==> config.mk <==
export PLATFORM = sky130hd
export DESIGN_NAME = npu_axis_feeder
export DESIGN_NICKNAME = d
export VERILOG_FILES = /design/src/rtl/npu_axis_feeder_pkg.sv /design/src/rtl/npu_axis_feeder_skid_fifo.sv /design/src/rtl/npu_axis_feeder.sv
export SDC_FILE = /design/constraint.sdc
export NUM_CORES = 1
export LEC_CHECK = 0
export ABC_CLOCK_PERIOD_IN_PS = 2800
export CAP_MARGIN = 20
export CORE_MARGIN = 2
export CORE_UTILIZATION = 35
export DETAILED_ROUTE_END_ITERATION = 6
export SETUP_SLACK_MARGIN = 0.5
export SYNTH_ARGS = -nofsm -noshare
export SYNTH_HDL_FRONTEND = slang
export SYNTH_SLANG_ARGS = --single-unit
==> constraint.sdc <==
create_clock -name m00_axis_aclk -period 2.8 [get_ports m00_axis_aclk]
set_clock_uncertainty 0.05 [all_clocks]
set_input_delay 0.7 -clock m00_axis_aclk [delete_from_list [all_inputs] [get_ports m00_axis_aclk]]
set_output_delay 0.7 -clock m00_axis_aclk [all_outputs]
set_load 0.005 [all_outputs]
==> src/rtl/npu_axis_feeder_pkg.sv <==
// Shared constants for the NPU input-stream feeder: default widths, tuser field layout
// (common with axi_stream_input) and the 2-bit feeder FSM encoding.
package npu_axis_feeder_pkg;

    localparam int unsigned DefaultAddrWidth        = 13;
    localparam int unsigned DefaultMaxAddrWidth     = 16;
    localparam int unsigned DefaultDataWidth        = 8;
    localparam int unsigned DefaultNumChannelsWidth = 7;

    localparam int unsigned TuserWidth = 4 * DefaultAddrWidth + DefaultNumChannelsWidth;

    // tuser = {num_channels, ker_col, ker_row, img_col, img_row}
    localparam int unsigned TuserImgRowLsb = 0;
    localparam int unsigned TuserImgColLsb = DefaultAddrWidth;
    localparam int unsigned TuserKerRowLsb = 2 * DefaultAddrWidth;
    localparam int unsigned TuserKerColLsb = 3 * DefaultAddrWidth;
    localparam int unsigned TuserNumChLsb  = 4 * DefaultAddrWidth;

    typedef enum logic [1:0] {
        FeedIdle   = 2'd0,
        FeedStream = 2'd1,
        FeedDrain  = 2'd2,
        FeedDone   = 2'd3
    } feed_state_e;

endpackage

==> src/rtl/npu_axis_feeder_skid_fifo.sv <==
// Two-entry FIFO of {tlast, tdata} that absorbs SRAM read data while the stream is stalled.
module npu_axis_feeder_skid_fifo #(
    parameter int unsigned Width = 9
) (
    input  logic             clk_i,
    input  logic             rst_ni,
    input  logic             push_i,
    input  logic             pop_i,
    input  logic [Width-1:0] wdata_i,
    output logic [Width-1:0] rdata_o,
    output logic             full_o,
    output logic             empty_o,
    output logic [1:0]       count_o
);

    logic [Width-1:0] mem_q [2];
    logic             wr_ptr_q;
    logic             rd_ptr_q;
    logic [1:0]       count_q;
    logic             push_ok;
    logic             pop_ok;

    assign push_ok = push_i && !full_o;
    assign pop_ok  = pop_i && !empty_o;

    always_ff @(posedge clk_i) begin
        if (!rst_ni) begin
            wr_ptr_q <= 1'b0;
            rd_ptr_q <= 1'b0;
            count_q  <= 2'd0;
        end else begin
            if (push_ok) begin
                mem_q[wr_ptr_q] <= wdata_i;
                wr_ptr_q        <= ~wr_ptr_q;
            end
            if (pop_ok) begin
                rd_ptr_q <= ~rd_ptr_q;
            end
            count_q <= count_q + {1'b0, push_ok} - {1'b0, pop_ok};
        end
    end

    assign rdata_o = mem_q[rd_ptr_q];
    assign full_o  = (count_q == 2'd2);
    assign empty_o = (count_q == 2'd0);
    assign count_o = count_q;

endmodule

==> src/rtl/npu_axis_feeder.sv <==
// AXI-Stream master feeding the NPU s00_axis slave from a 1-cycle-latency source SRAM.
// Define NPU_FEEDER_STATS_EN to add the stat_beats/stat_stalls counters.
module npu_axis_feeder
    import npu_axis_feeder_pkg::*;
#(
    parameter int unsigned ADDR_WIDTH         = DefaultAddrWidth,
    parameter int unsigned MAX_ADDR_WIDTH     = DefaultMaxAddrWidth,
    parameter int unsigned DATA_WIDTH         = DefaultDataWidth,
    parameter int unsigned NUM_CHANNELS_WIDTH = DefaultNumChannelsWidth
) (
    input  logic                                        m00_axis_aclk,
    input  logic                                        m00_axis_aresetn,
    input  logic                                        cmd_valid,
    output logic                                        cmd_ready,
    input  logic [MAX_ADDR_WIDTH-1:0]                   cmd_base_addr,
    input  logic [MAX_ADDR_WIDTH-1:0]                   cmd_len,
    input  logic [4*ADDR_WIDTH+NUM_CHANNELS_WIDTH-1:0]  cmd_tuser,
    output logic                                        rd_en,
    output logic [MAX_ADDR_WIDTH-1:0]                   rd_addr,
    input  logic [DATA_WIDTH-1:0]                       rd_data,
    output logic [DATA_WIDTH-1:0]                       m00_axis_tdata,
    output logic [DATA_WIDTH/8-1:0]                     m00_axis_tstrb,
    output logic                                        m00_axis_tvalid,
    input  logic                                        m00_axis_tready,
    output logic                                        m00_axis_tlast,
    output logic [4*ADDR_WIDTH+NUM_CHANNELS_WIDTH-1:0]  m00_axis_tuser,
    output logic                                        done
`ifdef NPU_FEEDER_STATS_EN
    ,
    output logic [31:0]                                 stat_beats,
    output logic [31:0]                                 stat_stalls
`endif
);

    localparam int unsigned TuW = 4 * ADDR_WIDTH + NUM_CHANNELS_WIDTH;

    feed_state_e               state_q, state_d;
    logic                      ready_q;
    logic [MAX_ADDR_WIDTH-1:0] base_q, base_d;
    logic [MAX_ADDR_WIDTH-1:0] len_q, len_d;
    logic [MAX_ADDR_WIDTH-1:0] rd_cnt_q, rd_cnt_d;
    logic [TuW-1:0]            tuser_q, tuser_d;
    logic                      inflight_q;
    logic                      inflight_last_q;

    logic                      cmd_fire;
    logic                      rd_last;
    logic                      beat_fire;
    logic [1:0]                occ;
    logic                      fifo_push;
    logic                      fifo_pop;
    logic                      fifo_full;
    logic                      fifo_empty;
    logic [1:0]                fifo_count;
    logic [DATA_WIDTH:0]       fifo_rdata;
    logic [DATA_WIDTH:0]       head;

    assign cmd_ready = ready_q && (state_q == FeedIdle);
    assign cmd_fire  = cmd_valid && cmd_ready;
    assign rd_last   = (rd_cnt_q == len_q - MAX_ADDR_WIDTH'(1));
    assign rd_addr   = base_q + rd_cnt_q;
    assign occ       = fifo_count + {1'b0, inflight_q};

    always_comb begin
        state_d  = state_q;
        base_d   = base_q;
        len_d    = len_q;
        tuser_d  = tuser_q;
        rd_cnt_d = rd_cnt_q;
        rd_en    = 1'b0;
        done     = 1'b0;
        unique case (state_q)
            FeedIdle: begin
                if (cmd_fire) begin
                    base_d   = cmd_base_addr;
                    len_d    = cmd_len;
                    tuser_d  = cmd_tuser;
                    rd_cnt_d = '0;
                    state_d  = (cmd_len == '0) ? FeedDone : FeedStream;
                end
            end
            FeedStream: begin
                // Cap skid entries plus the in-flight read at two so a stall never drops a byte.
                if (occ < 2'd2 && !fifo_full) begin
                    rd_en    = 1'b1;
                    rd_cnt_d = rd_cnt_q + MAX_ADDR_WIDTH'(1);
                    if (rd_last) begin
                        state_d = FeedDrain;
                    end
                end
            end
            FeedDrain: begin
                if (beat_fire && m00_axis_tlast) begin
                    state_d = FeedDone;
                end
            end
            FeedDone: begin
                done    = 1'b1;
                state_d = FeedIdle;
            end
            default: state_d = FeedIdle;
        endcase
    end

    always_ff @(posedge m00_axis_aclk) begin
        if (!m00_axis_aresetn) begin
            state_q         <= FeedIdle;
            ready_q         <= 1'b0;
            base_q          <= '0;
            len_q           <= '0;
            rd_cnt_q        <= '0;
            tuser_q         <= '0;
            inflight_q      <= 1'b0;
            inflight_last_q <= 1'b0;
        end else begin
            state_q         <= state_d;
            ready_q         <= 1'b1;
            base_q          <= base_d;
            len_q           <= len_d;
            rd_cnt_q        <= rd_cnt_d;
            tuser_q         <= tuser_d;
            inflight_q      <= rd_en;
            inflight_last_q <= rd_en && rd_last;
        end
    end

    // The SRAM byte bypasses the FIFO when it is empty and the sink takes it immediately.
    assign fifo_push = inflight_q && !(fifo_empty && m00_axis_tready);
    assign fifo_pop  = !fifo_empty && m00_axis_tready;

    npu_axis_feeder_skid_fifo #(
        .Width (DATA_WIDTH + 1)
    ) u_skid_fifo (
        .clk_i   (m00_axis_aclk),
        .rst_ni  (m00_axis_aresetn),
        .push_i  (fifo_push),
        .pop_i   (fifo_pop),
        .wdata_i ({inflight_last_q, rd_data}),
        .rdata_o (fifo_rdata),
        .full_o  (fifo_full),
        .empty_o (fifo_empty),
        .count_o (fifo_count)
    );

    always_comb begin
        head = '0;
        if (!fifo_empty) begin
            head = fifo_rdata;
        end else if (inflight_q) begin
            head = {inflight_last_q, rd_data};
        end
    end

    assign m00_axis_tvalid = !fifo_empty || inflight_q;
    assign m00_axis_tdata  = head[DATA_WIDTH-1:0];
    assign m00_axis_tlast  = head[DATA_WIDTH];
    assign m00_axis_tuser  = tuser_q;
    assign m00_axis_tstrb  = '1;
    assign beat_fire       = m00_axis_tvalid && m00_axis_tready;

`ifdef NPU_FEEDER_STATS_EN
    logic [31:0] stat_beats_q;
    logic [31:0] stat_stalls_q;

    always_ff @(posedge m00_axis_aclk) begin
        if (!m00_axis_aresetn) begin
            stat_beats_q  <= '0;
            stat_stalls_q <= '0;
        end else begin
            if (beat_fire && stat_beats_q != 32'hFFFF_FFFF) begin
                stat_beats_q <= stat_beats_q + 32'd1;
            end
            if (m00_axis_tvalid && !m00_axis_tready && stat_stalls_q != 32'hFFFF_FFFF) begin
                stat_stalls_q <= stat_stalls_q + 32'd1;
            end
        end
    end

    assign stat_beats  = stat_beats_q;
    assign stat_stalls = stat_stalls_q;
`endif

endmodule

==> flow_summary.ini <==
[route]
routedWlPerCell_um = 14.49
vias_per_cell = 4.740
drc_errors = 0
antenna_left = 0
totalWireLength_mm = 18.16
dr.pass1.iters = 5
num_vias = 5939
drt_iter0_markers = 199

[global_route]
overflow = 0
grt_max_degree = 103
grt.total_usage_pct = 18.56
grt_pass1_wl_mm = 29.59
antenna_found_initial = 0
grt_pass1_vias = 5801

[yosys]
synth_edf_count = 18
synth_cell_types = 53
ys.flop_type = dfxtp_1
syn_avg_cell_area_um2 = 8.590
ys_seq_area_share_pct = 43.81
syn-num-nets = 894
yosysWarnings = 0
synth.top_cell.area_share_pct = 35.60
synthTopCellsByCount = nand2_1, dfxtp_1, a21boi_0, clkbuf_1, nor2_1
yosys.area.top_type = dfxtp_1
synth.area.top_cells = dfxtp_1, nand2_1, a21boi_0
yosysMostFrequentCell = nand2_1
ys_async_sr_fraction_pct = 0
netlist_instances = 766
ys_ff_latch = 135
netlist_area_um2 = 6580

[clock_tree]
cts.sinks = 135
clockBufferDepth = 2
cts-root-buf = clkbuf_16
htreeDepth = 4
cts_tree = done
numCtsBuffers = 17
clk_latency_ps = 420
clkTransAtPathRegs_ps = 60
ctsHoldBuffers = 0

[floorplanning]
die_h_um = 141.1
core_area_um2 = 18580
start_util_pct = 35.41
die_w_um = 141.1
pin_count = 192
die_area_um2 = 19910
placementRows = 50

[hold_path]
hold_path_depth = 2
hold_start = m00_axis_tuser[43]$_SDFFE_PN0P_
hold_path.class = reg2reg
hold_end = m00_axis_tuser[43]$_SDFFE_PN0P_

[cells_and_area]
finalNetCount = 1134
num-fill-cells = 1728
diodes = 0
syn_to_final_growth_pct = 54.12
final_cell_count_no_fill = 1253
drive_gt1_share_pct = 20.90

[worst_setup_path]
cp_data_required_time_ps = 2050
r2r_slack_ps = 280
reg2reg_depth = 8
arrival_ps = 2560
rr_startpoint = len_q[7]$_SDFFE_PN0P_
endpoint_kind = primary output
cp_max_fo = 2
crit_type = reg2out
start_kind = flip-flop
reg2reg_to = state_q[0]$_SDFFE_PN0P_

[power]
pwr-share-seq_pct = 36.1
netSwitchingFraction_pct = 30.44
p_comb_share_pct = 30.5
power_leakage_nw = 3.925
intPower_mw = 4.430
p_clk_share_pct = 33.3
netSwitchingPower_mw = 1.938
pwr_density_cell_nw_per_um2 = 627.9
ir_worst_vdd_uv = 449.5

[timing]
rsz0062_at_grt = true
finalSetupTns_ps = -3011
final_max_slew_viol_count = 0
holdWs_ps = 410.0
fmax_ghz = 0.3025
worst_slack_ps = -506.1
hold_violations = 0
fin_crit_sh_pct = 118.1
setup_viol = 10
fin_crit_ps = 3306

[outcome]
violations = negative setup slack
status = finished with violations

[placement]
port_buffers = 190
dp_hpwl_mm = 12.46
gp_congestion = 0.8152
post-place-cells = 1198

[job]
drv_cap = 0
-- power by group through the flow --
stage | combinational (mW) | sequential, mW | clock, mW
final | 1.95 | 2.30 | 2.12
after detailed placement | 1.71 | 2.31 | 0
after global placement | 1.70 | 2.30 | 0
after global routing | 2.15 | 2.33 | 2.28
after floorplan | 0.897 | 2.27 | 0
after CTS | 1.89 | 2.29 | 2.18
-- worst max-delay path by stage --
| stage | start | endpoint | cells past startpoint |
|---|---|---|---|
| 2_1_floorplan | rd_cnt_q[0]$_SDFFE_PN0P_ | rd_addr[14] | 11 |
| 3_3_place_gp | rd_cnt_q[0]$_SDFFE_PN0P_ | rd_addr[12] | 12 |
| 3_5_place_dp | rd_cnt_q[0]$_SDFFE_PN0P_ | rd_addr[12] | 12 |
| 4_1_cts | base_q[0]$_SDFFE_PN0P_ | rd_addr[14] | 12 |
| 5_1_grt | rd_cnt_q[0]$_SDFFE_PN0P_ | rd_addr[12] | 12 |
| 6_report | rd_cnt_q[0]$_SDFFE_PN0P_ | rd_addr[12] | 12 |
-- metal layers --
| metal | vias to the layer above | GRT usage (%) | part of all wire (%) |
|---|---|---|---|
| met3 | 14 | 7.507 | 7.7 |
| li1 | 3058 | - | - |
| met5 | - | 0 | 0 |
| met2 | 145 | 28.97 | 45 |
| met1 | 2722 | 24.14 | 46 |
| met4 | 0 | 4.263 | 0.95 |
-- layout make-up --
cell class,count,area [um^2],area share [%]
multi-input cells,570,3860,38.06
flip-flops and latches,135,2920,28.80
repair buffers,266,2440,24.06
clock buffers,21,481.7,4.750
well taps,234,292.8,2.887
clock inverters,11,86.33,0.8513
inverters,16,60.06,0.5922
-- through the flow --
step / worst slack, ps / instance area [um^2] / power (mW) / util [%]
2_1_floorplan: 127.2 / 6684 / 3.167 / -
3_3_place_gp: -487.2 / 9150 / 4.004 / 49.25
3_5_place_dp: -494.7 / 9150 / 4.021 / 49.25
4_1_cts: -530.0 / 9978 / 6.351 / 53.70
5_1_grt: -672.1 / 10140 / 6.750 / 54.58
6_report: -506.1 / 10140 / 6.368 / 54.58
-- cells in the final DEF (no fill, tap or decap), types with 14 or more instances in the layout --
cell	instances
edfxtp_1	18
buf_2	18
a21boi_0	92
mux2i_1	16
nand3_1	17
buf_4	59
xnor2_1	28
xor2_1	21
buf_6	14
clkdlybuf4s50_1	153
clkbuf_16	18
nor2_1	30
nand2_1	201
ha_1	17
dfxtp_1	101
-- logic make-up after synthesis --
group	after synthesis	synth area share (%)
flops	135	43.81
fa+ha+maj	25	4.868
other cells	1	0.05699
compound gates	154	16.52
xor+xnor	52	6.922
simple gates	322	21.66
mux	16	2.434
buf+inv	61	3.727
-- registers in the layout, indices dropped and copies added, names as in the netlist, named ones only --
register and flops:
inflight_last_q 1, ready_q 1, u_skid_fifo.wr_ptr_q 1, u_skid_fifo.mem_q 18, base_q 16, len_q 16, m00_axis_tuser 59, state_q 2
u_skid_fifo.rd_ptr_q 1, rd_cnt_q 16, inflight_q 1, u_skid_fifo.count_o 2
-- critical path, stage by stage (launching register included) --
cell and delay [ps]:
dfxtp_4 350, ha_4 150, inv_2 50, fa_2 210
nor2b_2 50, o21ai_2 150, a21boi_2 80, o211ai_1 240
a21oi_1 120, o31ai_2 320, nor2b_4 200, xnor2_1 110
buf_2 120
-- timing repair --
action | in CTS | in global routing
setup buffers | 19 | 3
resized for setup | 145 | 60
endpoints found under the hold margin | 0 | 0
cloned | 1 | 0
setup endpoints to repair | 38 | 38
pin swaps | 34 | 30
Note: power is estimated with default switching activity, not from simulation.
